===== config.mk =====
export PLATFORM = sky130hd
export DESIGN_NAME = hdmi_linebuf_reader
export DESIGN_NICKNAME = d
export VERILOG_FILES = /design/src/rtl/hdmi_video_pkg.sv /design/src/rtl/hdmi_timing_gen.sv /design/src/rtl/hdmi_linebuf_reader.sv
export SDC_FILE = /design/constraint.sdc
export NUM_CORES = 1
export LEC_CHECK = 0
export BUFFER_PORTS_ARGS = -buffer_cell sky130_fd_sc_hd__buf_2
export CAP_MARGIN = 30
export CORE_UTILIZATION = 50
export CTS_BUF_LIST = sky130_fd_sc_hd__clkbuf_4
export CTS_CLUSTER_DIAMETER = 80
export DETAILED_ROUTE_END_ITERATION = 8
export GPL_TIMING_DRIVEN = 1
export PLACE_DENSITY = 0.84
export SYNTH_ARGS = -nofsm -noshare
export SYNTH_HDL_FRONTEND = slang
export SYNTH_SLANG_ARGS = --single-unit

===== constraint.sdc =====
create_clock -name rd_clk -period 2.7 [get_ports rd_clk]
set_input_delay 0.54 -clock rd_clk [delete_from_list [all_inputs] [get_ports rd_clk]]
set_output_delay 0.54 -clock rd_clk [all_outputs]
set_load 0.1 [all_outputs]

===== src/rtl/hdmi_video_pkg.sv =====
// Shared timing defaults, line-FSM state type and pixel type for the HDMI
// line-buffer read path.
package hdmi_video_pkg;

  localparam int unsigned H_ACTIVE_DEF = 800;
  localparam int unsigned H_FP_DEF     = 40;
  localparam int unsigned H_SYNC_DEF   = 128;
  localparam int unsigned H_BP_DEF     = 88;
  localparam int unsigned V_ACTIVE_DEF = 600;
  localparam int unsigned V_FP_DEF     = 1;
  localparam int unsigned V_SYNC_DEF   = 4;
  localparam int unsigned V_BP_DEF     = 23;

  function automatic int unsigned timing_total(input int unsigned act, input int unsigned fp,
                                               input int unsigned sync, input int unsigned bp);
    return act + fp + sync + bp;
  endfunction

  localparam int unsigned H_TOTAL_DEF = timing_total(H_ACTIVE_DEF, H_FP_DEF, H_SYNC_DEF, H_BP_DEF);
  localparam int unsigned V_TOTAL_DEF = timing_total(V_ACTIVE_DEF, V_FP_DEF, V_SYNC_DEF, V_BP_DEF);

  typedef enum logic [1:0] {
    LINE_IDLE,
    LINE_OK,
    LINE_MISS
  } line_state_e;

  typedef logic [23:0] pixel_t;

endpackage


===== src/rtl/hdmi_timing_gen.sv =====
// Raster counters for one video clock domain; emits raw (unregistered)
// active/sync/frame-origin flags decoded from the current counter position.
module hdmi_timing_gen
  import hdmi_video_pkg::*;
#(
  parameter int unsigned H_ACTIVE = H_ACTIVE_DEF,
  parameter int unsigned H_FP     = H_FP_DEF,
  parameter int unsigned H_SYNC   = H_SYNC_DEF,
  parameter int unsigned H_BP     = H_BP_DEF,
  parameter int unsigned V_ACTIVE = V_ACTIVE_DEF,
  parameter int unsigned V_FP     = V_FP_DEF,
  parameter int unsigned V_SYNC   = V_SYNC_DEF,
  parameter int unsigned V_BP     = V_BP_DEF
) (
  input  logic        clk_i,
  input  logic        rst_i,
  output logic [11:0] h_cnt_o,
  output logic        line_active_o,
  output logic        pix_active_o,
  output logic        hs_o,
  output logic        vs_o,
  output logic        frame_start_o
);

  localparam logic [11:0] H_LAST   = 12'(timing_total(H_ACTIVE, H_FP, H_SYNC, H_BP) - 1);
  localparam logic [11:0] V_LAST   = 12'(timing_total(V_ACTIVE, V_FP, V_SYNC, V_BP) - 1);
  localparam logic [11:0] HS_START = 12'(H_ACTIVE + H_FP);
  localparam logic [11:0] HS_END   = 12'(H_ACTIVE + H_FP + H_SYNC);
  localparam logic [11:0] VS_START = 12'(V_ACTIVE + V_FP);
  localparam logic [11:0] VS_END   = 12'(V_ACTIVE + V_FP + V_SYNC);

  logic [11:0] h_q, h_d, v_q, v_d;

  always_comb begin
    h_d = h_q + 12'd1;
    v_d = v_q;
    if (h_q == H_LAST) begin
      h_d = '0;
      v_d = (v_q == V_LAST) ? '0 : v_q + 12'd1;
    end
  end

  always_ff @(posedge clk_i or posedge rst_i) begin
    if (rst_i) begin
      h_q <= '0;
      v_q <= '0;
    end else begin
      h_q <= h_d;
      v_q <= v_d;
    end
  end

  assign h_cnt_o       = h_q;
  assign line_active_o = (v_q < 12'(V_ACTIVE));
  assign pix_active_o  = line_active_o && (h_q < 12'(H_ACTIVE));
  assign hs_o          = (h_q >= HS_START) && (h_q < HS_END);
  assign vs_o          = (v_q >= VS_START) && (v_q < VS_END);
  assign frame_start_o = (h_q == '0) && (v_q == '0);

endmodule


===== src/rtl/hdmi_linebuf_reader.sv =====
// Video-side line-buffer reader: line ownership FSM, RAM address path,
// 3-stage pixel-aligned output pipeline and saturating underflow counter.
module hdmi_linebuf_reader
  import hdmi_video_pkg::*;
#(
  parameter int unsigned H_ACTIVE = H_ACTIVE_DEF,
  parameter int unsigned H_FP     = H_FP_DEF,
  parameter int unsigned H_SYNC   = H_SYNC_DEF,
  parameter int unsigned H_BP     = H_BP_DEF,
  parameter int unsigned V_ACTIVE = V_ACTIVE_DEF,
  parameter int unsigned V_FP     = V_FP_DEF,
  parameter int unsigned V_SYNC   = V_SYNC_DEF,
  parameter int unsigned V_BP     = V_BP_DEF,
  parameter bit          HS_POL   = 1'b1,
  parameter bit          VS_POL   = 1'b1
) (
  input  logic        rd_clk,
  input  logic        rd_rst,
  input  logic        line_ready,
  input  logic [23:0] rd_data,
  output logic [9:0]  rd_addr,
  output logic        line_done,
  output logic        frame_start,
  output logic        underflow,
  output logic [15:0] underflow_cnt,
  output logic        hdmi_hs,
  output logic        hdmi_vs,
  output logic        hdmi_de,
  output logic [23:0] hdmi_rgb
);

  logic [11:0] h_cnt;
  logic        line_active, pix_active, hs_raw, vs_raw, fs_raw;

  hdmi_timing_gen #(
    .H_ACTIVE (H_ACTIVE),
    .H_FP     (H_FP),
    .H_SYNC   (H_SYNC),
    .H_BP     (H_BP),
    .V_ACTIVE (V_ACTIVE),
    .V_FP     (V_FP),
    .V_SYNC   (V_SYNC),
    .V_BP     (V_BP)
  ) u_timing (
    .clk_i         (rd_clk),
    .rst_i         (rd_rst),
    .h_cnt_o       (h_cnt),
    .line_active_o (line_active),
    .pix_active_o  (pix_active),
    .hs_o          (hs_raw),
    .vs_o          (vs_raw),
    .frame_start_o (fs_raw)
  );

  line_state_e state_q, state_d;
  logic [9:0]  rd_addr_q, rd_addr_d;
  logic        line_done_q, line_done_d;
  logic        underflow_q, underflow_d;
  logic [15:0] ucnt_q, ucnt_d;
  logic        fs_q;
  logic        de1_q, hs1_q, vs1_q, blank1_q;
  logic        de2_q, hs2_q, vs2_q, blank2_q;
  logic        de_q, hs_q, vs_q;
  pixel_t      rgb_q, rgb_d;
  logic        sample;

  // Address/done/blank decode from the next state so they line up with the
  // counter position that caused the transition.
  always_comb begin
    sample      = (h_cnt == '0) && line_active;
    state_d     = state_q;
    if (h_cnt == 12'(H_ACTIVE)) state_d = LINE_IDLE;
    if (sample) state_d = line_ready ? LINE_OK : LINE_MISS;
    underflow_d = sample && !line_ready;
    line_done_d = (state_d == LINE_OK) && (h_cnt == 12'(H_ACTIVE - 1));
    rd_addr_d   = (state_d == LINE_OK) ? h_cnt[9:0] : '0;
    ucnt_d      = ucnt_q;
    if (underflow_d && (ucnt_q != '1)) ucnt_d = ucnt_q + 16'd1;
    rgb_d       = (de2_q && !blank2_q) ? rd_data : '0;
  end

  always_ff @(posedge rd_clk or posedge rd_rst) begin
    if (rd_rst) begin
      state_q     <= LINE_IDLE;
      rd_addr_q   <= '0;
      line_done_q <= 1'b0;
      underflow_q <= 1'b0;
      ucnt_q      <= '0;
      fs_q        <= 1'b0;
      de1_q       <= 1'b0;
      hs1_q       <= 1'b0;
      vs1_q       <= 1'b0;
      blank1_q    <= 1'b0;
      de2_q       <= 1'b0;
      hs2_q       <= 1'b0;
      vs2_q       <= 1'b0;
      blank2_q    <= 1'b0;
      de_q        <= 1'b0;
      hs_q        <= ~HS_POL;
      vs_q        <= ~VS_POL;
      rgb_q       <= '0;
    end else begin
      state_q     <= state_d;
      rd_addr_q   <= rd_addr_d;
      line_done_q <= line_done_d;
      underflow_q <= underflow_d;
      ucnt_q      <= ucnt_d;
      fs_q        <= fs_raw;
      de1_q       <= pix_active;
      hs1_q       <= hs_raw;
      vs1_q       <= vs_raw;
      blank1_q    <= (state_d == LINE_MISS);
      de2_q       <= de1_q;
      hs2_q       <= hs1_q;
      vs2_q       <= vs1_q;
      blank2_q    <= blank1_q;
      de_q        <= de2_q;
      hs_q        <= hs2_q ? HS_POL : ~HS_POL;
      vs_q        <= vs2_q ? VS_POL : ~VS_POL;
      rgb_q       <= rgb_d;
    end
  end

  assign rd_addr       = rd_addr_q;
  assign line_done     = line_done_q;
  assign frame_start   = fs_q;
  assign underflow     = underflow_q;
  assign underflow_cnt = ucnt_q;
  assign hdmi_hs       = hs_q;
  assign hdmi_vs       = vs_q;
  assign hdmi_de       = de_q;
  assign hdmi_rgb      = rgb_q;

endmodule


[Word level (Yosys, flattened, before mapping)]
Index checks and enable logic that the tools add are counted.
Storage, ports and cells
  bits of input ports: 27
  word-level logic and storage cells: 58
  register bits after elaboration: 90
  output and inout bits: 56
Operators by class
  equal/unequal tests: 7
  $lt $le $gt $ge: 6
  muxes and demuxes: 9
  $add $sub $neg: 3
  reduce and logical (&&, ||, !) cells: 13
Operators with widths (number)
  $lt 12x10->1 const B: 4
  $eq 12x10->1 const B: 3
  $add 12x1->12 const B: 2
  $ge 12x10->1 const B: 2
  $logic_not 12->1: 2
  $mux 12: 2
  $mux 24: 1
  $add 16x1->16 const B: 1
  $ne 16x16->1 const B: 1
  $eq 12x11->1 const B: 1
  $mux 10: 1
  $logic_and 1x1->1: 9
  $mux 2: 3
  $eq 2x1->1 const B: 1
  $eq 2x2->1 const B: 1
  $logic_not 1->1: 2
  $mux 1: 2

[Logic depth before layout (Yosys ltp)]
  depth after elaboration: 5
  mapped depth: 7
  gate-level depth less buffers: 6

[Modules after synthesis]
Synthesis repeated with hierarchy kept, for this count alone.
Unflattened totals
  cells, all modules: 333
  area, all modules: 3872.5 µm²
By module, submodules not included
  hdmi_linebuf_reader: instances 1, cells an instance 189, sequential area each 1651.6 µm², area an instance 2507.4 µm²
  hdmi_timing_gen: instances 1, cells an instance 144, sequential area each 600.6 µm², area an instance 1365.1 µm²

[Least setup slack after synthesis]
OpenSTA, ideal clock, no wires.
  path kind: register -> register
  from: register ucnt_q[0], in the netlist underflow_cnt[0]
  to: register ucnt_q[14], in the netlist underflow_cnt[14]
  arrival time: 2.372 ns
  library setup time: 0.162 ns
  setup slack: 0.167 ns
  stages on the path, launching flop included: 7
  buffers on the path: 0
  period minus slack after synthesis: 2.533 ns
  required time: 2.538 ns
  cells stage by stage: dfrtp_1 ha_1 and3_1 a2111oi_0 or4b_4 nor2_1 xor2_1
Between the ends
  cells in the longest elaborated chain, start to end: 2
  elaborated cells on any way between the ends: 3
  those cells by class: add/sub (1); eq/ne (1); reduce/logical (1)
Ends and longest elaborated chain
  start: declaration: line hdmi_linebuf_reader.sv:59  | logic [15:0] ucnt_q, ucnt_d;
  start signal: assignment: line hdmi_linebuf_reader.sv:107  | ucnt_q <= ucnt_d;
  branches (longest 2 deep; another with $add 16x1->16)
Parallel ways; which one is timed is not known.
A chain may end at the register's enable or synchronous reset.

[Worst setup path after layout]
  from: register u_timing.v_q[5]
  to: register rd_addr_q[8], in the netlist rd_addr[8]
Between the ends
  cells in the longest elaborated chain, start to end: 5
Ends and longest elaborated chain
  start: declaration: line hdmi_timing_gen.sv:32  | logic [11:0] h_q, h_d, v_q, v_d;
  start signal: assignment: line hdmi_timing_gen.sv:49  | v_q <= v_d;
  $lt 12x10->1: line hdmi_timing_gen.sv:54  | assign line_active_o = (v_q < 12'(V_ACTIVE));
  $logic_and 1x1->1: line hdmi_linebuf_reader.sv:70  | sample = (h_cnt == '0) && line_active;
  $mux 2: line hdmi_linebuf_reader.sv:73  | if (sample) state_d = line_ready ? LINE_OK : LINE_MISS;
  $eq 2x1->1: line hdmi_linebuf_reader.sv:76  | rd_addr_d = (state_d == LINE_OK) ? h_cnt[9:0] : '0;
  $mux 10: line hdmi_linebuf_reader.sv:76
  named net rd_addr_d[8]: line hdmi_linebuf_reader.sv:56  | logic [9:0] rd_addr_q, rd_addr_d;
  end signal: assignment: line hdmi_linebuf_reader.sv:104  | rd_addr_q <= rd_addr_d;
  end: declaration: line hdmi_linebuf_reader.sv:56
The timed path passes the listed nets, and every way through them passes these cells.

==> results by group <==
Yosys
  • Top cells by count, synth: dfrtp_1 (90), and2_1 (34), nor2_1 (23)
  • Synth top area share: 0.597
  • Synth Instances: 320
  • Seq/Total Area, Yosys: 0.597
  • Syn Area/Cell: 11.8 um^2
  • Synth warn: 0
  • Top FF cell, synth: dfrtp_1
  • Top cells by area, synth: dfrtp_1 (60%), and2_1 (5.6%), xnor2_1 (4.6%)
  • Yosys top cell by area: dfrtp_1
  • Synthesized Nets: 354
  • Synth Register Bits: 90
  • Synth cell types: 46
  • Share of async-settable or async-resettable flops after synthesis: 1.00
  • Mapped cell area: 3770 um^2
  • EDFF count, synth: 0
  • Most frequent cell after synthesis: dfrtp_1

Timing
  • Final Max Slew Viols: 0
  • Skew final: approximately 13 ps
  • Fmax: 0.453 GHz
  • Period Utilization, post-route: 0.818
  • Slew headroom: 0.588
  • Setup TNS: 0 ps
  • Fin crit period: 2210 ps
  • Hold Fails Final Rpt: 0
  • RSZ-0062 raised after global routing: no
  • Worst Tran Pin Value: 613 ps
  • Final setup vio count: 0

Floorplan
  • Die W: 88.8 um
  • Die area: about 7900 um^2
  • Row Count: 31
  • Initial Util: 0.520
  • Io pins: 83
  • Core footprint: 7250 um^2
  • Die Y-Extent: 88.8 um

GRT
  • GR met1 Demand/Resource: 0.248
  • Largest net degree at the start of global routing: 29
  • Initial antenna violation count: 0
  • Met3 Use GR: 0.0466
  • Busiest grt layer: met2
  • Grt ovf: 0
  • Number of global-route vias before repair: 2357
  • First-pass GRT wire length: 11200 um
  • GR Util All Layers: 0.190
  • Met2 Use GR: 0.313

Routing
  • Via-per-instance ratio: roughly 5.3
  • Vias: 2716
  • DR iter-0 viols: 113
  • Detailed-route wire length per cell: 14.1 um
  • Routed WL: roughly 7200 um
  • DRT antenna net count: 0
  • DRC: 0
  • Drt first pass iters: 5

Clock network
  • Post-CTS Hold Fix Bufs: 0
  • CTS max path bufs: 2
  • Clock-pin slew on the worst setup and hold paths: 140 ps
  • Sink Count: 90
  • Clk_lat worst skew: 420 ps
  • CTS root buf: clkbuf_4
  • CTS tree: built
  • Postcts setup bufs: 0
  • Number of gates resized after cts: 0
  • Htree depth: 3
  • Total clock buffers created by CTS: 9

Setup path
  • Max stage delay on crit path: 500 ps
  • Critical path cell sequence: a211oi_1 -> o21ai_0 -> nor4_4 -> mux2_4 -> and2_1
  • Slowest-stage cell, CP: dfrtp_1
  • Startpoint Class: flop
  • Critical path class: reg -> reg
  • CP arrival: between 2000 and 3000 ps
  • Critical path peak fanout: 11
  • Critical Path RT: 3010 ps
  • Setup crit end kind: flop

Final layout
  • Layout filler cell count: 556
  • Non-Filler Instances: 510
  • Post-route cell area: between 4000 and 5000 um^2
  • Share of post-route cells with drive strength above 1: 0.294
  • Seq. cell area: 2250 um^2
  • Area growth syn-to-layout: 18.3%
  • ANT cells: 0
  • # nets final: 440
  • Multi-input gate area: 1410 um^2

Pwr
  • Cell Int Power: 1.81 mW
  • Clk pwr share: 0.333
  • Part of the power in registers: 0.549
  • P_sw: 0.706 mW
  • Switching Share: 0.280
  • Max VDD drop: 0.309 mV
  • LEAKAGE: 2.20 nW
  • Gate power share: 0.118
  • Pwr Density: 564 nW/um^2

Place
  • DP Area: between 4000 and 5000 um^2
  • Dpl cells: 494
  • Routability Congestion: 0.848
  • DP HPWL: between 5000 and 6000 um
  • Port buffer count: 82

Worst hold path
  • Min-Delay Path Class: in -> async

Run status
  • Status: completed

Run
  • MaxCap Viol Count: 0
layer usage:
| metal | share of wire | routed length, um |
|---|---|---|
| met1 | 0.42 | 3010 |
| met2 | 0.50 | 3630 |
| met3 | 0.068 | 491 |
| met4 | 0.010 | 72 |
| met5 | 0 | 0 |
layout by cell type (no fill, tap or decap), types with 2 or more instances in the layout:
cell,n
a21o_1,2
a31oi_1,3
and2_1,34
and2_4,5
and3_1,5
and4_1,2
buf_2,82
buf_4,5
bufinv_16,2
clkbuf_4,9
clkinv_4,2
dfrtp_1,90
ha_1,7
inv_1,8
inv_6,2
mux2i_1,2
nand2_1,19
nand3_1,14
nand3b_1,2
nand4_1,9
nand4bb_1,3
nor2_1,23
nor2b_1,3
nor3_1,9
nor3_2,2
nor4_1,4
o21ai_0,8
o31ai_1,3
xnor2_1,20
xor2_1,10
power groups by stage:
stage	Clock [mW]	Combinational [mW]	Sequential, mW
after floorplan	0	0.0490	1.60
after global placement	0	0.297	1.41
after detailed placement	0	0.300	1.41
after CTS	0.858	0.301	1.38
after global routing	0.909	0.314	1.39
final	0.838	0.297	1.38
registers in the layout, indices dropped and copies added (netlist names), 2 cells and up:
name              count
hdmi_rgb             24
underflow_cnt        16
u_timing.h_cnt_o     12
u_timing.v_q         12
rd_addr              10
state_q               2
path summary, 6_finish.rpt:
check / cells after the start / to / start / slack [ps]
min reg2reg: 0 / vs2_q / vs1_q / 360
max in group asynchronous: 3 / u_timing.h_cnt_o[2] / rd_rst / 1890
min in group rd_clk: 2 / hdmi_rgb[3] / rd_data[3] / 310
min: 2 / hdmi_rgb[9] / rd_rst / 150
max reg2reg: 5 / rd_addr[8] / u_timing.v_q[5] / 490
max: 5 / rd_addr[8] / u_timing.v_q[5] / 490
logic make-up (layout without fill, tap and decap cells):
logic type,count (synthesis),after routing,share of synthesized area
fa+ha+maj,7,7,0.0232
mux,4,4,0.0123
flops,90,90,0.597
xor+xnor,30,30,0.0697
buf+inv,22,113,0.0279
compound gates,24,24,0.0441
simple gates,143,143,0.226
stage by stage:
step	hold WS [ps]	utilization	power, mW	setup slack (ps)
after floorplan	331	-	1.65	167
after global placement	332	0.592	1.71	572
after detailed placement	335	0.592	1.71	532
after CTS	140	0.615	2.54	491
after global routing	153	0.615	2.61	351
final	146	0.615	2.52	491
worst max-delay path: cells and delay by family, from the launching register on:
family | cells | cell delay [ps]
compound gates | 2 | 740
flops | 1 | 500
simple gates | 2 | 470
mux | 1 | 390
layout make-up:
type,instances,share of cell area
flip-flops and latches,90,0.505
multi-input cells,208,0.317
repair buffers,88,0.105
well taps,99,0.0278
clock inverters,7,0.0224
clock buffers,9,0.0151
inverters,9,0.00841
Note: power is estimated with default switching activity, not from simulation.
